**src/rtl/game_pkg.sv**
```systemverilog
// Shared types and helpers for the game controllers: match state encoding,
// team limits and a constant-friendly ceil(log2) for sizing counters.
package game_pkg;

   typedef enum logic [2:0] {
      IDLE,
      RUN,
      PAUSED,
      HOLD,
      SUDDEN,
      OVER
   } state_e;

   localparam int MAX_TEAMS = 8;

   // Number of bits needed to hold the values 0 .. value-1.
   function automatic int clog2(input int value);
      int bits;
      int rem;
      bits = 0;
      rem  = value - 1;
      while (rem > 0) begin
         bits = bits + 1;
         rem  = rem >> 1;
      end
      return bits;
   endfunction

endpackage

```
**src/rtl/tick_divider.sv**
```systemverilog
// Enable-gated modulo counter that pulses tick_o on the cycle it wraps,
// i.e. once every TICKS_PER_SEC enabled cycles.
module tick_divider
   import game_pkg::*;
#(
   parameter int TICKS_PER_SEC = 50000000
) (
   input  logic clk,
   input  logic rst,
   input  logic en_i,
   output logic tick_o
);

   localparam int CNT_W = (TICKS_PER_SEC > 1) ? clog2(TICKS_PER_SEC) : 1;
   localparam logic [CNT_W-1:0] LAST = CNT_W'(TICKS_PER_SEC - 1);

   logic [CNT_W-1:0] cnt_q;
   logic [CNT_W-1:0] cnt_d;

   // The count only moves while enabled, so a frozen timer resumes mid-second.
   always_comb begin
      cnt_d  = cnt_q;
      tick_o = 1'b0;
      if (en_i) begin
         if (cnt_q == LAST) begin
            cnt_d  = '0;
            tick_o = 1'b1;
         end else begin
            cnt_d = cnt_q + 1'b1;
         end
      end
   end

   always_ff @(posedge clk or posedge rst) begin
      if (rst) begin
         cnt_q <= '0;
      end else begin
         cnt_q <= cnt_d;
      end
   end

endmodule

```
**src/rtl/match_controller.sv**
```systemverilog
// Match timer and scoreboard: countdown, per-team saturating scores, win limit,
// post-goal hold and optional sudden-death overtime.
module match_controller
   import game_pkg::*;
#(
   parameter int NUM_TEAMS     = 2,
   parameter int SCORE_W       = 4,
   parameter int TIME_W        = 8,
   parameter int MATCH_SECONDS = 180,
   parameter int TICKS_PER_SEC = 50000000,
   parameter int WIN_SCORE     = 10,
   parameter int HOLD_CYCLES   = 25000000,
   parameter int OVERTIME_EN   = 1
) (
   input  logic                         clk,
   input  logic                         rst,
   input  logic                         start_i,
   input  logic                         pause_i,
   input  logic [NUM_TEAMS-1:0]         goal_i,
   output logic                         game_on_o,
   output logic                         game_over_o,
   output logic                         in_hold_o,
   output logic                         overtime_o,
   output logic                         sec_tick_o,
   output logic [TIME_W-1:0]            time_left_o,
   output logic [NUM_TEAMS*SCORE_W-1:0] scores_o,
   output logic [2:0]                   winner_o,
   output logic                         winner_valid_o
);

   localparam int SCORES_W  = NUM_TEAMS * SCORE_W;
   localparam int WIN_IDX_W = clog2(MAX_TEAMS);
   localparam int HOLD_W    = (HOLD_CYCLES > 1) ? clog2(HOLD_CYCLES) : 1;
   localparam logic [HOLD_W-1:0] HOLD_LOAD =
      HOLD_W'((HOLD_CYCLES > 0) ? HOLD_CYCLES - 1 : 0);

   state_e              state_q, state_d;
   state_e              ret_q, ret_d;
   logic [TIME_W-1:0]   time_q, time_d;
   logic [SCORES_W-1:0] scores_q, scores_d;
   logic [HOLD_W-1:0]   hold_cnt_q, hold_cnt_d;
   logic                on_q, on_d;
   logic                over_q, over_d;
   logic                in_hold_q, in_hold_d;
   logic                ot_q, ot_d;
   logic                tick_q, tick_d;

   logic                tick_en;
   logic                sec_pulse;
   logic                goal_any;
   logic [SCORES_W-1:0] bumped;
   logic                bumped_unique;
   logic                bumped_limit;

   function automatic logic [SCORES_W-1:0] add_goals(input logic [SCORES_W-1:0] s,
                                                     input logic [NUM_TEAMS-1:0] g);
      logic [SCORES_W-1:0] r;
      logic [SCORE_W-1:0]  v;
      r = s;
      for (int i = 0; i < NUM_TEAMS; i++) begin
         v = s[i*SCORE_W +: SCORE_W];
         if (g[i] && (v != '1)) begin
            v = v + 1'b1;
         end
         r[i*SCORE_W +: SCORE_W] = v;
      end
      return r;
   endfunction

   function automatic logic is_unique(input logic [SCORES_W-1:0] s);
      logic [SCORE_W-1:0] best;
      logic               uniq;
      best = s[SCORE_W-1:0];
      uniq = 1'b1;
      for (int i = 1; i < NUM_TEAMS; i++) begin
         if (s[i*SCORE_W +: SCORE_W] > best) begin
            best = s[i*SCORE_W +: SCORE_W];
            uniq = 1'b1;
         end else if (s[i*SCORE_W +: SCORE_W] == best) begin
            uniq = 1'b0;
         end
      end
      return uniq;
   endfunction

   // Strict greater-than keeps the lowest index on ties.
   function automatic logic [WIN_IDX_W-1:0] lead_idx(input logic [SCORES_W-1:0] s);
      logic [SCORE_W-1:0]   best;
      logic [WIN_IDX_W-1:0] idx;
      best = s[SCORE_W-1:0];
      idx  = '0;
      for (int i = 1; i < NUM_TEAMS; i++) begin
         if (s[i*SCORE_W +: SCORE_W] > best) begin
            best = s[i*SCORE_W +: SCORE_W];
            idx  = WIN_IDX_W'(i);
         end
      end
      return idx;
   endfunction

   function automatic logic hits_limit(input logic [SCORES_W-1:0] s);
      logic hit;
      hit = 1'b0;
      if (WIN_SCORE != 0) begin
         for (int i = 0; i < NUM_TEAMS; i++) begin
            if (int'(s[i*SCORE_W +: SCORE_W]) >= WIN_SCORE) begin
               hit = 1'b1;
            end
         end
      end
      return hit;
   endfunction

   assign tick_en       = (state_q == RUN) && (time_q != '0);
   assign goal_any      = |goal_i;
   assign bumped        = add_goals(scores_q, goal_i);
   assign bumped_unique = is_unique(bumped);
   assign bumped_limit  = hits_limit(bumped);

   tick_divider #(
      .TICKS_PER_SEC(TICKS_PER_SEC)
   ) u_sec_div (
      .clk   (clk),
      .rst   (rst),
      .en_i  (tick_en),
      .tick_o(sec_pulse)
   );

   // Goals are folded into the score before the expiry decision, so a last-instant
   // goal can break a draw; the win limit always overrides the post-goal hold.
   always_comb begin
      state_d    = state_q;
      ret_d      = ret_q;
      time_d     = time_q;
      scores_d   = scores_q;
      hold_cnt_d = hold_cnt_q;
      tick_d     = 1'b0;

      if (sec_pulse) begin
         time_d = time_q - 1'b1;
         tick_d = 1'b1;
      end

      case (state_q)
         IDLE: begin
            if (start_i) begin
               state_d = RUN;
            end
         end
         RUN: begin
            if (time_q == '0) begin
               scores_d = bumped;
               if (bumped_limit || bumped_unique || (OVERTIME_EN == 0)) begin
                  state_d = OVER;
               end else begin
                  state_d = SUDDEN;
               end
            end else if (goal_any) begin
               scores_d = bumped;
               if (bumped_limit) begin
                  state_d = OVER;
               end else if (HOLD_CYCLES != 0) begin
                  state_d    = HOLD;
                  ret_d      = RUN;
                  hold_cnt_d = HOLD_LOAD;
               end
            end else if (pause_i) begin
               state_d = PAUSED;
            end
         end
         PAUSED: begin
            if (pause_i) begin
               state_d = RUN;
            end
         end
         HOLD: begin
            if (hold_cnt_q == '0) begin
               state_d = ret_q;
            end else begin
               hold_cnt_d = hold_cnt_q - 1'b1;
            end
         end
         SUDDEN: begin
            if (goal_any) begin
               scores_d = bumped;
               if (bumped_limit || bumped_unique) begin
                  state_d = OVER;
               end else if (HOLD_CYCLES != 0) begin
                  state_d    = HOLD;
                  ret_d      = SUDDEN;
                  hold_cnt_d = HOLD_LOAD;
               end
            end
         end
         OVER: begin
         end
         default: begin
            state_d = IDLE;
         end
      endcase

      on_d      = (state_d == RUN) || (state_d == SUDDEN);
      over_d    = (state_d == OVER);
      in_hold_d = (state_d == HOLD);
      ot_d      = (state_d == SUDDEN) ||
                  ((state_d == OVER) && ((state_q == SUDDEN) || ot_q));
   end

   always_ff @(posedge clk or posedge rst) begin
      if (rst) begin
         state_q    <= IDLE;
         ret_q      <= RUN;
         time_q     <= TIME_W'(MATCH_SECONDS);
         scores_q   <= '0;
         hold_cnt_q <= '0;
         on_q       <= 1'b0;
         over_q     <= 1'b0;
         in_hold_q  <= 1'b0;
         ot_q       <= 1'b0;
         tick_q     <= 1'b0;
      end else begin
         state_q    <= state_d;
         ret_q      <= ret_d;
         time_q     <= time_d;
         scores_q   <= scores_d;
         hold_cnt_q <= hold_cnt_d;
         on_q       <= on_d;
         over_q     <= over_d;
         in_hold_q  <= in_hold_d;
         ot_q       <= ot_d;
         tick_q     <= tick_d;
      end
   end

   assign game_on_o      = on_q;
   assign game_over_o    = over_q;
   assign in_hold_o      = in_hold_q;
   assign overtime_o     = ot_q;
   assign sec_tick_o     = tick_q;
   assign time_left_o    = time_q;
   assign scores_o       = scores_q;
   assign winner_o       = lead_idx(scores_q);
   assign winner_valid_o = (state_q == OVER) && is_unique(scores_q);

endmodule

```
**config.mk**
```make
export PLATFORM = sky130hd
export DESIGN_NAME = match_controller
export DESIGN_NICKNAME = d
export VERILOG_FILES = /design/src/rtl/game_pkg.sv /design/src/rtl/tick_divider.sv /design/src/rtl/match_controller.sv
export SDC_FILE = /design/constraint.sdc
export NUM_CORES = 1
export LEC_CHECK = 0
export CAP_MARGIN = 20
export CORE_ASPECT_RATIO = 2
export CORE_MARGIN = 3
export CORE_UTILIZATION = 53
export CTS_CLUSTER_DIAMETER = 100
export DETAILED_ROUTE_END_ITERATION = 8
export PLACE_DENSITY = 0.76
export SETUP_SLACK_MARGIN = 0.05
export SLEW_MARGIN = 5
export SYNTH_ARGS = -nofsm -noshare
export SYNTH_HDL_FRONTEND = slang
export SYNTH_SLANG_ARGS = --single-unit
```
**constraint.sdc**
```tcl
create_clock -name clk -period 3 [get_ports clk]
set_input_delay 0.9 -clock clk [delete_from_list [all_inputs] [get_ports clk]]
set_output_delay 0.9 -clock clk [all_outputs]
set_load 0.02 [all_outputs]
```
After elaboration in Yosys (flattened, before gate mapping)

Cells that the tools add are included.

Flip-flop bits (word level): 78
Bits of input ports: 6

Add/sub/neg operators: 5
$lt $le $gt $ge: 4
Equality and inequality tests: 20
Multiplexer cells: 40
Reductions and logical operators: 18

Operators with widths:

| kind                                                | count |
|---|---|
| two-way mux 25 bit                                  | 6 |
| case mux 25 bit (3 select lines)                    | 1 |
| two-way mux 3 bit                                   | 14 |
| adder 26 x 1 -> 26 bit, second input constant       | 1 |
| equality test 26 bit, second input constant         | 1 |
| two-way mux 26 bit                                  | 1 |
| logical NOT 25 bit                                  | 1 |
| subtractor 25 x 1 -> 25 bit, second input constant  | 1 |
| case mux 3 bit (6 select lines)                     | 1 |
| two-way mux 8 bit                                   | 2 |
| case mux 8 bit (2 select lines)                     | 1 |
| equality test 3 bit, second input constant          | 4 |
| != test 2 bit, second input constant                | 6 |
| two-way mux 1 bit                                   | 11 |
| equality test 3 x 2 -> 1 bit, second input constant | 3 |
| adder 4 x 1 -> 4 bit, second input constant         | 2 |
| equality test 4 bit                                 | 2 |
| >= comparator 4 bit, second input constant          | 2 |
| > comparator 4 bit                                  | 2 |
| logical NOT 8 bit                                   | 1 |
| two-way mux 4 bit                                   | 2 |
| != test 4 bit, second input constant                | 2 |
| nonzero test 8 bit                                  | 1 |
| subtractor 8 x 1 -> 8 bit, second input constant    | 1 |
| other kinds (10)                                    | 18 |

Logic depth before layout (Yosys ltp)

Depth after elaboration: 13
Mapped depth: 9
Depth with buffers taken out: 9

Cells and area by module

From an unflattened synthesis, not the netlist that was laid out.

Cells, all modules: 473
Area total of the unflattened synthesis: 4332.9 µm²

By module, submodules not included:

| module           | instances | cells an instance | area an instance (µm²) | seq. area each (µm²) |
|---|---|---|---|---|
| match_controller | 1         | 332               | 2984.1                 | 1282.5 |
| tick_divider     | 1         | 141               | 1348.8                 | 650.6 |

Worst setup path before layout

No wires, ideal clock.

Kind: input-to-reg
Start: input port goal_i[1]
End: register hold_cnt_q[11]
Arrival: 2.659 ns
Required time: 2.905 ns
Slack: 0.246 ns
Cell stages on the path: 9
Path buffers: 2
Cell sequence: buf_2 or4b_1 o211ai_1 nand2_1 nor3_1 o221a_2 o21ai_2 buf_6 o31ai_1

Cells in the longest elaborated chain, start to end: 8
Elaborated cells on any way between the ends: 15
Classes of those cells: 2 x order compare; 5 x eq/ne; 4 x mux; 4 x reduce/logical

Ends and longest elaborated chain:

| what                                                                        | line                    | source |
|---|---|---|
| start: declaration                                                          | match_controller.sv:19  | `input logic [NUM_TEAMS-1:0] goal_i,` |
| parallel branches: the longest is 7 deep, another holds >= comparator 4 bit | n/a                     |  |
| AND reduction 7 bit (no source line) *                                      | n/a                     |  |
| end signal: assignment                                                      | match_controller.sv:226 | `hold_cnt_q <= hold_cnt_d;` |
| end: declaration                                                            | match_controller.sv:41  | `logic [HOLD_W-1:0] hold_cnt_q, hold_cnt_d;` |

Every way passes the cells marked *.
A chain may end at the register's enable or synchronous reset.

Final worst setup path

Start: register scores_q[4] (netlist: scores_o[4])
End: output port winner_valid_o

Cells in the longest elaborated chain, start to end: 4
Elaborated cells on any way between the ends: 5
Classes of those cells: 1 x order compare; 1 x eq/ne; 2 x mux; 1 x reduce/logical

Ends and longest elaborated chain:

| what                                                                       | line                    | source |
|---|---|---|
| start: declaration                                                         | match_controller.sv:40  | `logic [SCORES_W-1:0] scores_q, scores_d;` |
| start signal: assignment                                                   | match_controller.sv:225 | `scores_q <= scores_d;` |
| parallel branches: the longest is 2 deep, another holds > comparator 4 bit | n/a                     |  |
| two-way mux 1 bit *                                                        | match_controller.sv:76  | `if (s[i*SCORE_W +: SCORE_W] > best) begin` |
| logical AND 1 bit *                                                        | match_controller.sv:243 | `assign winner_valid_o = (state_q == OVER) && is_unique(scores_q);` |
| end: declaration                                                           | match_controller.sv:28  | `output logic winner_valid_o` |

Marks and branches as above.

==> results.md <==
* Combinational Power Share at 0.271
* Internal at 0.00238 W
* DP HPWL at 7900 um
* Drt total wl at 10700 um
* Power share of the clock group at 0.366
* Max Clock Freq at 0.346 GHz
* CTS root buf: clkbuf_16
* DP Worst Slack at -0.258 ns
* Vias in the first global route at 3913
* Slew Limit Fails at 0
* Worst Path Arrival at 1.99 ns
* CP endpoint kind: output pin
* Main area contributors after synthesis: dfrtp_1 41%, nor2_1 4.2%, nand2_1 4.0%, xor2_1 4.0%, xnor2_1 3.4%
* TritonCTS clock tree: done
* Yosys reg bits at 77
* Largest net degree at the start of global routing at 60
* CTS clock-pin slew for the worst setup and hold paths at 0.05 ns
* Biggest area consumer among synthesized cells: dfrtp_1
* Yosys synthesis warning count at 0
* Post-Synthesis Cell Area at 4360 sq um
* Worst path required time at 2.10 ns
* Die height at 134 um
* Most frequent cells in the layout: 72 x dfrtp_1, 48 x nor2_1, 47 x nand2_1
* CP startpoint kind: register
* # fillers at 616
* Syn avg cell area at 9.19 sq um
* Fraction of final layout cells with drive strength greater than 1 at 0.155
* NumNets Final at 546
* I/O Buffers at 28
* Max cap viols at 0
* Remaining DRCs at 0
* Starting DRC count in detailed routing at 263
* TritonCTS Sinks at 77
* CP max stage delay at 0.45 ns
* Worst-path maximum fanout at 5
* Core footprint at 7940 sq um
* RSZ-0062 raised after global routing: true
* GRT overflow at 0
* Worst setup path category: register to output pin
* Max IR drop VDD at 464 uV
* Final Core Density at 0.678
* Ys flop type: dfrtp_1
* Register area at 1930 sq um
* Yosys top cell area share at 0.413
* Pre-antenna DRT Iters at 4
* Slew HR at 0.609
* Final worst-path setup slack at 0.109 ns
* Ports at 31
* Tightest Pin Transition at 0.585 ns
* Num rows at 46
* Hold Crit Class: register to register
* DR vias/cell at 6.03
* Die footprint at 9410 sq um
* Total GRT Usage at 0.237
* H-Tree Depth at 3
* Ys async rst share at 1.00
* Crit path time final at 2.89 ns
* Antenna cell count at 0
* Slowest-stage cell, CP: dfrtp_1
* Final Skew at 0.00645 ns
* Most common cell after layout, fill and taps aside: dfrtp_1
* P per Cell Area at 632 nW/um^2
* Post-synth EDFFs at 0
* Switching pwr at 0.00102 W
* Routability cong. at 0.887
* Status: finished clean
* Cells after synthesis at 474
* Final ANT Viol Nets at 0
* Vias post-DR at 3806
* Clock buffer count from CTS at 9
* Multi-input logic area at 2380 sq um
* CP bufs+invs at 2
* Hold_buf cts at 0
* Delay-heaviest family, CP: simple AND/OR/NAND/NOR gates
* Final setup vio count at 0
* Flop pwr share at 0.364
* Syn-to-layout area delta at 23.6%
* Pleak at 2.33 nW
* Yosys cell types at 65
* Clock Tree Buf Depth at 2
* Cell Chain, Critical Path: inv_1, ha_1, nand4_1, and4b_1, dlygate4sd2_1
* Period utilization at 0.964
* Initial core utilization at 0.549
* First-pass GRT wire length at 17900 um
* Clock Latency Late Sink at 0.34 ns
* Wire length per cell at 16.9 um
* Initial antenna violation count at 0
* Die width at 70.1 um
* Final-report hold violation count at 0
* Sw Share at 0.300
* Share of the yosys chip area belonging to registers at 0.444
[metrics by stage]
step	TNS [ns]	instances	total power, W	hold WS [ns]	area [sq um]
6_report	0	631	0.00340	0.491	5390
5_1_grt	0	631	0.00354	0.501	5390
3_3_place_gp	-4.04	614	0.00209	0.474	4950
3_5_place_dp	-5.71	614	0.00212	0.485	4950
2_1_floorplan	0	475	0.00177	0.453	4360
4_1_cts	0	630	0.00335	0.493	5290
[flip-flops by register name, summed over array words and instances (netlist names), 2 cells and up]
name,flops
hold_cnt_q,25
ret_q,2
u_sec_div.cnt_q,26
time_left_o,8
scores_o,8
state_q,3
[area by class of cell]
type	count	area share
clock inverters	4	0.0176
clock buffers	12	0.0458
well taps	96	0.0223
repair buffers	60	0.101
multi-input cells	364	0.442
inverters	18	0.0125
flip-flops and latches	77	0.359
[Yosys cell counts, types with 3 or more instances]
cell type,instances
xnor2_1,17
or3_1,5
nor2_1,49
ha_1,10
nor4_1,9
o31ai_1,13
clkbuf_1,10
and2_1,7
and3_1,6
o22ai_1,4
nand2b_1,8
o21ai_1,3
a21o_1,3
or4_1,4
xor2_1,20
or2_2,3
nor3_1,23
nand4_1,7
buf_2,3
a21oi_1,28
o21ai_0,17
nand2_1,47
inv_1,18
mux2i_1,7
a211oi_1,4
dfrtp_1,72
dfstp_2,5
nand3_1,21
o211ai_1,4
[power by group through the flow]
stage | sequential (W) | clock [W] | combinational [W]
6_report | 0.00124 | 0.00124 | 0.000922
5_1_grt | 0.00125 | 0.00129 | 0.00100
4_1_cts | 0.00124 | 0.00126 | 0.000861
3_5_place_dp | 0.00125 | 0 | 0.000873
3_3_place_gp | 0.00125 | 0 | 0.000845
2_1_floorplan | 0.00128 | 0 | 0.000489
[routing by layer]
layer / GRT usage / vias up / wire length (um)
li1: - / 1808 / -
met1: 0.240 / 1901 / 3800
met2: 0.450 / 65 / 6200
met3: 0.0240 / 32 / 217
met4: 0.148 / 0 / 451
met5: 0 / - / 0
[final timing paths]
path	startpoint	end	slack (ns)	cells past startpoint
setup / recovery	scores_o[4]	winner_valid_o	0.11	5
hold / removal	u_sec_div.cnt_q[4]	u_sec_div.cnt_q[4]	0.49	1
setup reg to reg	scores_o[5]	hold_cnt_q[18]	0.40	9
hold reg to reg	u_sec_div.cnt_q[4]	u_sec_div.cnt_q[4]	0.49	1
max in group asynchronous	rst	ret_q[0]	1.43	3
min in group asynchronous	rst	time_left_o[6]	0.88	2
[cell families after synthesis]
group | Yosys count | synth area share
buffers and inverters | 34 | 0.0336
other | 1 | 0.000861
adder cells (fa/ha/maj) | 10 | 0.0287
AO/OA/AOI/OAI | 98 | 0.147
flip-flops | 77 | 0.444
AND/OR/NAND/NOR | 208 | 0.250
multiplexers | 9 | 0.0212
XOR/XNOR | 37 | 0.0744
[repair_timing]
item,CTS,global route
setup endpoints to repair,2,23
pin swaps,0,4
cloned,0,0
buffers inserted,0,1
gates resized for setup,2,18
No activity file was read; power rests on OpenSTA's default activity.
